===== src/rtl/mem_arbiter.sv =====
// mem_arbiter: shares one fixed-latency 32-bit memory between instruction fetch and load/store,
// one transaction at a time, LS priority with a starvation guard for IF.
module mem_arbiter #(
  parameter int ADDR_W     = 13,
  parameter int LATENCY    = 1,
  parameter int STARVE_MAX = 4
) (
  input  logic              clk,
  input  logic              rst,
  input  logic              if_req,
  input  logic [ADDR_W-1:0] if_addr,
  output logic              if_gnt,
  output logic              if_rvalid,
  output logic [31:0]       if_rdata,
  input  logic              ls_req,
  input  logic              ls_we,
  input  logic [ADDR_W-1:0] ls_addr,
  input  logic [31:0]       ls_wdata,
  input  logic [3:0]        ls_be,
  output logic              ls_gnt,
  output logic              ls_rvalid,
  output logic [31:0]       ls_rdata,
  output logic              mem_req,
  output logic              mem_we,
  output logic [ADDR_W-1:0] mem_addr,
  output logic [31:0]       mem_wdata,
  output logic [3:0]        mem_be,
  input  logic [31:0]       mem_rdata,
  output logic              busy,
  output logic              owner
);
  typedef enum logic [1:0] {IDLE, ISSUE, WAIT, DONE} state_t;
  state_t            state_q, state_d;
  logic [3:0]        starve_q, starve_d;
  logic [2:0]        wait_q, wait_d;
  logic              owner_q, owner_d, we_q, we_d;
  logic [ADDR_W-1:0] addr_q, addr_d;
  logic [31:0]       wdata_q, wdata_d, if_rdata_q, if_rdata_d, ls_rdata_q, ls_rdata_d;
  logic [3:0]        be_q, be_d;
  logic              opp, if_wins, grant, capture;

  always_comb begin
    opp = rst && (state_q == IDLE || state_q == DONE);
    if_wins = if_req && (!ls_req || starve_q == 4'(STARVE_MAX));
    if_gnt = opp && if_wins;
    ls_gnt = opp && ls_req && !if_wins;
    grant = if_gnt || ls_gnt;
    capture = state_q == WAIT && wait_q == 3'd1;
    // LS can only beat a waiting IF below STARVE_MAX, so the increment saturates by construction
    starve_d = !opp ? starve_q : (if_req && ls_gnt) ? starve_q + 4'd1 : 4'd0;
    state_d = state_q == ISSUE ? WAIT :
              state_q == WAIT  ? (wait_q == 3'd1 ? DONE : WAIT) :
              grant            ? ISSUE : IDLE;
    wait_d = state_q == ISSUE ? 3'(LATENCY) : state_q == WAIT ? wait_q - 3'd1 : wait_q;
    owner_d = grant ? ls_gnt : owner_q;
    we_d = grant ? ls_gnt && ls_we : we_q;
    addr_d = if_gnt ? if_addr : ls_gnt ? ls_addr : addr_q;
    wdata_d = ls_gnt ? ls_wdata : wdata_q;
    be_d = if_gnt ? 4'hF : ls_gnt ? ls_be : be_q;
    if_rdata_d = capture && !owner_q ? mem_rdata : if_rdata_q;
    ls_rdata_d = capture && owner_q && !we_q ? mem_rdata : ls_rdata_q;
  end

  always_ff @(posedge clk or negedge rst)
    if (!rst) begin
      state_q    <= IDLE;
      starve_q   <= '0;
      wait_q     <= '0;
      owner_q    <= 1'b0;
      we_q       <= 1'b0;
      addr_q     <= '0;
      wdata_q    <= '0;
      be_q       <= '0;
      if_rdata_q <= '0;
      ls_rdata_q <= '0;
    end else begin
      state_q    <= state_d;
      starve_q   <= starve_d;
      wait_q     <= wait_d;
      owner_q    <= owner_d;
      we_q       <= we_d;
      addr_q     <= addr_d;
      wdata_q    <= wdata_d;
      be_q       <= be_d;
      if_rdata_q <= if_rdata_d;
      ls_rdata_q <= ls_rdata_d;
    end

  assign mem_req   = state_q == ISSUE;
  assign mem_we    = we_q;
  assign mem_addr  = addr_q;
  assign mem_wdata = wdata_q;
  assign mem_be    = be_q;
  assign busy      = state_q != IDLE;
  assign owner     = owner_q;
  assign if_rvalid = state_q == DONE && !owner_q;
  assign ls_rvalid = state_q == DONE && owner_q;
  assign if_rdata  = if_rdata_q;
  assign ls_rdata  = ls_rdata_q;
endmodule

===== config.mk =====
export PLATFORM = sky130hd
export DESIGN_NAME = mem_arbiter
export DESIGN_NICKNAME = d
export VERILOG_FILES = /design/src/rtl/mem_arbiter.sv
export SDC_FILE = /design/constraint.sdc
export NUM_CORES = 1
export LEC_CHECK = 0
export ABC_AREA = 1
export ABC_CLOCK_PERIOD_IN_PS = 2080
export BUFFER_PORTS_ARGS = -buffer_cell sky130_fd_sc_hd__buf_4
export CAP_MARGIN = 25
export CORE_MARGIN = 4
export CORE_UTILIZATION = 47
export DETAILED_ROUTE_END_ITERATION = 10
export PLACE_DENSITY = 0.79
export SETUP_SLACK_MARGIN = 0.5
export SYNTH_ARGS = -nofsm -noshare
export SYNTH_HDL_FRONTEND = slang
export SYNTH_SLANG_ARGS = --single-unit

===== constraint.sdc =====
create_clock -name clk -period 2.08 [get_ports clk]
set_input_delay 0.208 -clock clk [delete_from_list [all_inputs] [get_ports clk]]
set_output_delay 0.208 -clock clk [all_outputs]
set_load 0.03 [all_outputs]

==> impl_metrics.json, run 1 <==
{
  "seq_area_frac_synth_pct": 61.2,
  "ys_top_cells_by_area": "dfrtp_1 61%, nand2_1 12%, o21ai_0 6.8%, nand3_1 6.2%, inv_1 3.8%",
  "synth_top_family_by_area": "simple AND/OR/NAND/NOR gates",
  "die_x_um": 112,
  "synth.mux.area_fraction_pct": 0,
  "lastStage": "global routing",
  "worst_endpoint_kind": "output port",
  "syn-num-nets": 656,
  "numCtsBuffers": 17,
  "yosysTopAreaCell": "dfrtp_1",
  "clockBufferDepth": 2,
  "syn_area_um2": 5070,
  "synth-simple-area-share_pct": 21.6,
  "grt_max_degree": 65,
  "error": "[ERROR DPL-0038] Utilization greater than 100%, impossible to legalize",
  "worst_endpoint": "ls_gnt",
  "ys_ff_latch": 124,
  "synth.distinct_cells": 22,
  "port_buffers": 219,
  "boundaryPins": 220,
  "yosys.area.top_type_share_pct": 61.2,
  "routabilityCongestion": 0.772,
  "yosys_warnings": 0,
  "postSynthAreaPerCell_um2": 9.24,
  "synth_fa_ha_area_share_pct": 1.97,
  "fp-row-count": 37,
  "die_h_um": 112,
  "cts_root_buf": "clkbuf_8",
  "htree_num_levels": 4,
  "initial_core_util_pct": 48.7,
  "synth-compound-area-share_pct": 7.99,
  "dp_hpwl_um": 10200,
  "syn_inst": 549,
  "status": "did not finish",
  "synthXorXnorAreaFrac_pct": 0.173,
  "cts_sinks": 124
}
-- metrics by stage --
| step | cells | utilization (%) | instance area [um^2] | worst slack [ns] |
|---|---|---|---|---|
| after floorplan | 549 | - | 5100 | 0.509 |
| after global placement | 884 | 65.6 | 6840 | 0.367 |
| after detailed placement | 884 | 65.6 | 6840 | 0.259 |
| after CTS | 1072 | 95.2 | 9920 | 0.151 |
-- kinds of logic after synthesis --
group,after synthesis
simple gates,253
flops,124
buf+inv,84
compound gates,79
fa+ha+maj,8
xor+xnor,1
-- synth_stat cells, drive strengths merged --
library cell / instances
nand2: 168
dfrtp: 124
o21ai: 76
nand3: 63
inv: 54
buf: 19
nand4: 15
clkbuf: 11
ha: 8
nor2: 5
a211oi: 1
a21oi: 1
and3: 1
nor3: 1
o211ai: 1
xnor2: 1
-- what timing repair did --
item / in CTS
gates cloned: 22
hold buffers: 96
buffers inserted: 38
hold endpoints to repair: 237
gates resized for setup: 156
endpoints found under the setup margin: 125
pin swaps: 64
==> run 2, diff against run 1 <==
CORE_UTILIZATION = 35   (was 47)
PLACE_DENSITY = default   (was 0.79)
PLACE_DENSITY_LB_ADDON = 0.15   (was default)
SETUP_SLACK_MARGIN = default   (was 0.5)
==> impl_metrics.json, run 2 <==
{
  "rsz0062_at_grt": "no",
  "yosysTopAreaCell": "dfrtp_1",
  "synth.distinct_cells": 22,
  "seqPwrFrac_pct": 32.0,
  "crit_type": "flip-flop to output port",
  "drv_cap": 0,
  "antenna_cells": 0,
  "fillCellCount": 1283,
  "p_total_mw": 13.3,
  "power_density_nw_per_um2": 1770,
  "initial_core_util_pct": 36.1,
  "die_h_um": 128,
  "p_leak_nw": 4.06,
  "maxSlewHeadroom_pct": 46.7,
  "p_clk_share_pct": 21.2,
  "synth_edf_count": 0,
  "internal_power_mw": 7.57,
  "worst_setup_path_end_kind": "output port",
  "max_slew.worst_pin.slew_ns": 0.797,
  "routabilityCongestion": 0.759,
  "cts_root_buf": "clkbuf_16",
  "path_clk_slew_ns": 0.06,
  "drv_slew": 0,
  "fp-row-count": 43,
  "setup_viol": 0,
  "drive_above_1_share_pct": 35.3,
  "nets": 876,
  "syn_area_um2": 5070,
  "gr-usage-all-layers_pct": 17.7,
  "yosys.area.top_type_share_pct": 61.2,
  "grt_pass1_wl_um": 23000,
  "layout_commonest_cell": "buf_4",
  "grt_max_degree": 83,
  "synth.top_cells.by_count": "162 x nand2_1, 124 x dfrtp_1, 69 x o21ai_0",
  "fin_setup_tns_ns": 0,
  "ir_drop_uv": 741,
  "synth-async-reset-ratio_pct": 100,
  "synth_ff_type": "dfrtp_1",
  "htree_num_levels": 4,
  "ant_nets": 0,
  "skew_ns": 0.00686,
  "worst_ep_required_time_ns": 1.87,
  "finalHoldViolCount": 0,
  "syn-num-nets": 656,
  "grt_pass1_vias": 4561,
  "multi_input_area_um2": 1640,
  "wirelength_um": 14400,
  "ys_ff_latch": 124,
  "final_cell_mix": "227 x buf_4, 162 x nand2_1, 123 x dfrtp_1",
  "wl_per_cell_um": 15.0,
  "final_area_um2": 7520,
  "cp-start-kind": "flip-flop",
  "pwr-share-comb_pct": 46.8,
  "ys_top_cells_by_area": "dfrtp_1 61%, nand2_1 12%, o21ai_0 6.8%, nand3_1 6.2%, inv_1 3.8%",
  "area_growth_pct": 48.3,
  "cts_setup_buffers": 0,
  "postSynthAreaPerCell_um2": 9.24,
  "die_x_um": 128,
  "die_area_um2": 16500,
  "boundaryPins": 220,
  "hold_path.class": "primary input to flip-flop",
  "min_period_ns": 1.98,
  "syn_inst": 549,
  "dr.pass1.iters": 4,
  "numCtsBuffers": 17,
  "port_buffers": 219,
  "via_per_inst": 4.69,
  "seq_area_frac_synth_pct": 61.2,
  "p_sw_share_pct": 43.0,
  "post-route-period-util_pct": 95.3,
  "first_iter_violations": 231,
  "fmax_ghz": 0.504,
  "antenna_found_initial": 0,
  "cts_sinks": 124,
  "ff_latch_area_um2": 3100,
  "cp.arrival_ns": 1.77,
  "place_area_um2": 6910,
  "yosys_warnings": 0,
  "vias": 4514,
  "grt_overflow": 0,
  "power_switching_mw": 5.71,
  "status": "completed",
  "dp_hpwl_um": 10400,
  "cts_tree": "yes",
  "worstSkewPairLatency_ns": 0.40,
  "crit_fanout": 9,
  "drc_errors": 0,
  "synthMostInstantiatedCell": "nand2_1",
  "coreArea_um2": 14000,
  "clockBufferDepth": 2
}
==> run 2: what timing repair did <==
item,CTS,global route
gates resized for setup,5,3
hold endpoints to repair,124,0
endpoints found under the setup margin,2,2
hold buffers,1,0
==> run 2: kinds of logic (layout without fill, tap and decap cells) <==
| family | after synthesis | after routing | share of synthesized area (%) |
|---|---|---|---|
| flops | 124 | 124 | 61.2 |
| buf+inv | 84 | 317 | 7.03 |
| simple gates | 253 | 253 | 21.6 |
| compound gates | 79 | 79 | 7.99 |
| xor+xnor | 1 | 1 | 0.173 |
| fa+ha+maj | 8 | 8 | 1.97 |
==> run 2: critical path, cell delays in order (launching register included) <==
cell	delay, ns
dfrtp_1	0.40
inv_1	0.13
ha_4	0.24
inv_2	0.09
nand2_4	0.08
inv_2	0.07
nand3_2	0.12
inv_1	0.09
buf_4	0.15
==> run 2: power by group through the flow <==
stage	logic, mW	clock network, mW	registers, mW
after floorplan	1.61	0	6.29
final	6.21	2.82	4.25
after detailed placement	6.25	0	4.28
after global placement	6.16	0	4.23
after CTS	6.28	2.89	4.26
after global routing	6.73	3.01	4.38
==> run 2: cell type report <==
cell class	instances	share of cell area, %
sequential	124	41.3
clock inverter	13	1.66
tap	180	3.00
timing repair buffer	231	23.6
inverter	54	2.70
clock buffer	19	5.89
multi-input combinational	341	21.9
==> run 2: per-stage QoR <==
| stage | util, % | setup WS [ns] | instances | hold slack, ns |
|---|---|---|---|---|
| 6_report | 53.5 | 0.0975 | 962 | 0.0291 |
| 5_1_grt | 53.5 | 0.00315 | 962 | 0.0142 |
| 4_1_cts | 53.4 | 0.00679 | 962 | 0.00829 |
| 3_5_place_dp | 49.2 | 0.211 | 929 | 0.326 |
| 3_3_place_gp | 49.2 | 0.300 | 929 | 0.328 |
| 2_1_floorplan | - | 0.276 | 549 | -0.0876 |
==> run 2: path summary, 6_finish.rpt <==
kind	from	to	slack, ns	cells after the start
max	state_q[0]$_DFF_PN0_	if_gnt	0.1	8
min	ls_we	mem_we$_DFFE_PN0N_	0.03	3
max reg2reg	state_q[0]$_DFF_PN0_	mem_be[1]$_DFFE_PN0N_	0.36	9
min reg2reg	mem_wdata[18]$_DFFE_PN0N_	mem_wdata[18]$_DFFE_PN0N_	0.47	2
max in group asynchronous	rst	ls_rdata[18]$_DFFE_PN0P_	1.19	3
min in group asynchronous	rst	mem_addr[12]$_DFFE_PN0N_	0.44	3
==> run 2: layer usage <==
layer  vias up  wire length, um  track usage, %  share of wire [%]
li1       2211                -               -                  -
met1      2161             5960            22.2                 41
met2       134             7460            30.0                 52
met3         8              875            5.35                6.1
met4         0               93            4.56               0.65
met5         -                0               0                  0
Power figures use the tool's default switching activity.
==> run 3, diff against run 2 <==
ABC_AREA = default   (was 1)
PLACE_DENSITY_LB_ADDON = 0.05   (was 0.15)
==> impl_metrics.json, run 3 <==
{
  "status": "completed",
  "first_iter_violations": 156,
  "fin_setup_tns_ns": 0,
  "layout_commonest_cell": "buf_4",
  "port_buffers": 219,
  "vias": 3726,
  "finalHoldViolCount": 0,
  "seq_area_frac_synth_pct": 60.3,
  "worstSkewPairLatency_ns": 0.41,
  "worst_setup_path_end_kind": "output port",
  "wl_per_cell_um": 16.2,
  "final_cell_mix": "227 x buf_4, 124 x dfrtp_1, 69 x mux2_2",
  "drc_errors": 0,
  "ys_ff_latch": 124,
  "coreArea_um2": 14500,
  "cts_root_buf": "clkbuf_16",
  "grt_pass1_vias": 3950,
  "setup_viol": 0,
  "hold_path.class": "primary input to flip-flop",
  "wirelength_um": 12900,
  "grt_pass1_wl_um": 19900,
  "path_clk_slew_ns": 0.05,
  "fp-row-count": 44,
  "cp-start-kind": "flip-flop",
  "ant_nets": 0,
  "gr-usage-all-layers_pct": 15.5,
  "yosysTopAreaCell": "dfrtp_1",
  "die_h_um": 129,
  "routabilityCongestion": 0.740,
  "grt_overflow": 0,
  "fin_cells": 793,
  "synthMostInstantiatedCell": "dfrtp_1",
  "max_slew.worst_pin.slew_ns": 0.657,
  "worst_slack_ns": 0.117,
  "synth.top_cells.by_count": "124 x dfrtp_1, 69 x mux2_2, 31 x nor2_1",
  "crit_fanout": 11,
  "cp.arrival_ns": 1.76,
  "syn-num-nets": 465,
  "worst_ep_required_time_ns": 1.87,
  "syn_inst": 358,
  "boundaryPins": 220,
  "maxSlewHeadroom_pct": 56.2,
  "synth_edf_count": 0,
  "grt_max_degree": 125,
  "dp_hpwl_um": 9090,
  "ir_drop_uv": 812,
  "drv_cap": 0,
  "crit_slowest_cell": "dfrtp_1",
  "post-place-ws_ns": 0.103,
  "antenna_cells": 0,
  "path_delay_family": "buffers and inverters",
  "synth-async-reset-ratio_pct": 100,
  "power_density_nw_per_um2": 1840,
  "p_total_mw": 14.3,
  "cts_tree": "yes",
  "syn_area_um2": 5150,
  "post-route-period-util_pct": 94.4,
  "die_x_um": 129,
  "skew_ns": 0.00928,
  "htree_num_levels": 4,
  "hold_ws_ns": 0.0308,
  "drv_slew": 0,
  "dr.pass1.iters": 4,
  "postSynthAreaPerCell_um2": 14.4,
  "yosys.area.top_type_share_pct": 60.3,
  "min_period_ns": 1.96,
  "antenna_found_initial": 0,
  "cts_sinks": 124,
  "fillCellCount": 1276,
  "synth_ff_type": "dfrtp_1",
  "nets": 704,
  "clockBufferDepth": 2,
  "p_leak_nw": 3.78,
  "crit_type": "flip-flop to output port",
  "initial_core_util_pct": 35.5,
  "worstPathBufferInverterCount": 3,
  "drive_above_1_share_pct": 59.4,
  "numCtsBuffers": 17,
  "crit_chain": "inv_1 > ha_4 > nor2b_4 > buf_6 > and2_1 > buf_4",
  "ys_top_cells_by_area": "dfrtp_1 60%, mux2_2 15%, mux2_4 7.3%, nor2_1 2.3%, a221oi_1 2.2%",
  "fmax_ghz": 0.509,
  "synth.distinct_cells": 31,
  "die_area_um2": 16700,
  "via_per_inst": 4.70,
  "cpPeakStageDelay_ns": 0.39,
  "yosys_warnings": 0,
  "area_growth_pct": 50.3,
  "rsz0062_at_grt": "no",
  "place_inst": 752
}
run 3: changes by cell type after synthesis, moves of 14 or more:
cell and change:
nand4_1 -14, nand2_1 -153, o21ai_0 -67, nand3_1 -60, inv_1 -42, a21oi_1 +15
mux2_4 +25, mux2_2 +69, nor2_1 +27
run 3: cell type report:
type / instances / area (um^2) / share of cell area, %
Inverter: 10 / 37.5 / 0.485
Clock buffer: 23 / 478 / 6.18
Sequential cell: 124 / 3100 / 40.1
Clock inverter: 8 / 115 / 1.49
Tap cell: 184 / 230 / 2.98
Multi-Input combinational cell: 205 / 1910 / 24.6
Timing Repair Buffer: 239 / 1870 / 24.1
run 3: through the flow:
| stage | instance area (um^2) | utilization (%) |
|---|---|---|
| after floorplan | 5150 | - |
| after global placement | 7030 | 48.5 |
| after detailed placement | 7030 | 48.5 |
| after CTS | 7720 | 53.3 |
| after global routing | 7740 | 53.4 |
| final | 7740 | 53.4 |
run 3: cell families after synthesis:
| logic type | Yosys count | share of synthesized area (%) |
|---|---|---|
| simple gates | 59 | 5.86 |
| flops | 124 | 60.3 |
| mux | 97 | 23.0 |
| buf+inv | 29 | 3.31 |
| compound gates | 41 | 5.54 |
| fa+ha+maj | 8 | 1.95 |
run 3: where the power goes:
group,internal [mW],total [mW],switching (mW)
clock,1.96,2.95,0.987
combinational,3.08,7.02,3.94
sequential,3.61,4.29,0.678
run 3: layer usage:
layer  wire length [um]  GRT usage, %  part of all wire [%]  vias up
met2               6350          25.6                    49      149
met5                  0             0                     0        -
met3               1250          6.27                   9.7       13
met1               5130          18.3                    40     1816
li1                   -             -                     -     1748
met4                150          5.62                   1.2        0
run 3: repair_timing:
item	CTS	global route
hold buffers	7	0
resized for setup	4	1
endpoints found under the hold margin	130	0
pin swaps	0	1
setup buffers	1	3
endpoints found under the setup margin	2	2
run 3: final timing paths:
kind	to	cells past startpoint	slack, ns	startpoint
min in group asynchronous	state_q[1]$_DFF_PN0_	3	0.53	rst
worst min-delay path	mem_wdata[18]$_DFFE_PN0N_	2	0.03	ls_wdata[18]
max in group asynchronous	starve_q[2]$_DFFE_PN0P_	3	1.07	rst
worst max register to register	ls_rdata[29]$_DFFE_PN0P_	6	0.26	state_q[0]$_DFF_PN0_
worst min register to register	ls_rdata[14]$_DFFE_PN0P_	1	0.49	ls_rdata[14]$_DFFE_PN0P_
worst max-delay path	if_gnt	6	0.12	state_q[1]$_DFF_PN0_
==> run 4, diff against run 3 <==
ABC_CLOCK_PERIOD_IN_PS = 2100   (was 2080)
CTS_CLUSTER_SIZE = 24   (was default)
clock period = 2.1 ns   (was 2.08 ns; I/O delays follow)
==> impl_metrics.json, run 4 (synthesis results as in run 3) <==
{
  "status": "completed",
  "cts_tree": "yes",
  "multi_input_area_um2": 1910,
  "reg2reg_depth": 6,
  "worst_ep_required_time_ns": 1.89,
  "wl_per_cell_um": 16.2,
  "p_leak_nw": 3.70,
  "ant_nets": 0,
  "grt_pass1_vias": 3850,
  "fin_cells": 783,
  "htree_num_levels": 4,
  "crit_type": "flip-flop to output port",
  "dp_hpwl_um": 9040,
  "final_area_um2": 7580,
  "path_clk_slew_ns": 0.05,
  "worstSkewPairLatency_ns": 0.40,
  "post-place-ws_ns": 0.213,
  "max_slew.worst_pin.slew_ns": 0.672,
  "post-route-period-util_pct": 94.1,
  "grt_max_degree": 125,
  "power_density_nw_per_um2": 1810,
  "numCtsBuffers": 17,
  "layout_commonest_cell": "buf_4",
  "r2r_slack_ns": 0.30,
  "die_area_um2": 16700,
  "coreArea_um2": 14500,
  "clockBufferDepth": 2,
  "fin_util_pct": 52.4,
  "hold_path.class": "primary input to flip-flop",
  "vias": 3703,
  "final_cell_mix": "227 x buf_4, 124 x dfrtp_1, 69 x mux2_2",
  "die_x_um": 129,
  "grt_pass1_wl_um": 19900,
  "hold_ws_ns": 0.0260,
  "worst_setup_path_end_kind": "output port",
  "cp.arrival_ns": 1.77,
  "via_per_inst": 4.73,
  "grt_use_met3_pct": 5.94,
  "p_total_mw": 13.7,
  "skew_ns": 0.0100,
  "dr.pass1.iters": 4,
  "cp-start-kind": "flip-flop",
  "maxSlewHeadroom_pct": 55.2,
  "fin_setup_tns_ns": 0,
  "drc_errors": 0,
  "boundaryPins": 220,
  "drive_above_1_share_pct": 59.4,
  "rsz0062_at_grt": "no",
  "initial_core_util_pct": 35.5,
  "antenna_cells": 0,
  "port_buffers": 219,
  "antenna_found_initial": 0,
  "wirelength_um": 12700,
  "fillCellCount": 1256,
  "finalHoldViolCount": 0,
  "place_inst": 752,
  "setup_viol": 0,
  "grt_overflow": 0,
  "grt.met1_usage_pct": 19.2,
  "first_iter_violations": 122,
  "met2_usage_pct": 24.6,
  "nets": 698,
  "die_h_um": 129,
  "cts_sinks": 124,
  "cts_root_buf": "clkbuf_16",
  "gr-usage-all-layers_pct": 15.5,
  "ir_drop_uv": 822,
  "drv_slew": 0,
  "worst_slack_ns": 0.124,
  "ff_latch_area_um2": 3100,
  "fp-row-count": 44,
  "drv_cap": 0,
  "fmax_ghz": 0.506,
  "crit_fanout": 11,
  "area_growth_pct": 47.4,
  "min_period_ns": 1.98,
  "place_area_um2": 7030,
  "routabilityCongestion": 0.738,
  "busiest_layer": "met2",
  "min_path_cells": 2
}
run 4: routing by layer:
metal / share of wire [%] / routed length (um) / vias up
li1: - / - / 1725
met1: 41 / 5200 / 1814
met2: 48 / 6090 / 140
met3: 8.8 / 1110 / 24
met4: 2.3 / 298 / 0
met5: 0 / 0 / -
run 4: path summary, 6_finish.rpt:
| kind | from | endpoint |
|---|---|---|
| setup / recovery | state_q[0]$_DFF_PN0_ | if_gnt |
| hold / removal | ls_be[3] | mem_be[3]$_DFFE_PN0N_ |
| setup reg to reg | state_q[0]$_DFF_PN0_ | ls_rdata[21]$_DFFE_PN0P_ |
| hold reg to reg | ls_rdata[15]$_DFFE_PN0P_ | ls_rdata[15]$_DFFE_PN0P_ |
| max in group asynchronous | rst | starve_q[1]$_DFFE_PN0P_ |
| min in group asynchronous | rst | mem_wdata[30]$_DFFE_PN0N_ |
run 4: area by class of cell:
class,instances,area share [%]
flip-flops and latches,124,40.9
multi-input cells,205,25.1
repair buffers,233,23.8
clock buffers,23,6.04
well taps,184,3.04
clock inverters,4,0.594
inverters,10,0.495
run 4: what timing repair did:
action / CTS / global route
cloned: 0 / 0
gates resized for setup: 3 / 2
endpoints found under the hold margin: 106 / 0
hold buffers: 2 / 0
buffers inserted: 1 / 2
pin swaps: 0 / 1
setup endpoints to repair: 2 / 2
run 4: critical path, cell delays in order (launching register included):
cell and delay (ns):
dfrtp_1 0.40, inv_2 0.10, ha_4 0.21, nor2b_4 0.16, buf_4 0.20, and2_1 0.14, buf_4 0.16
run 4: power by group:
group	internal (mW)	switching, mW
registers	3.58	0.672
logic	3.03	3.90
clock network	1.61	0.916
total	8.22	5.49
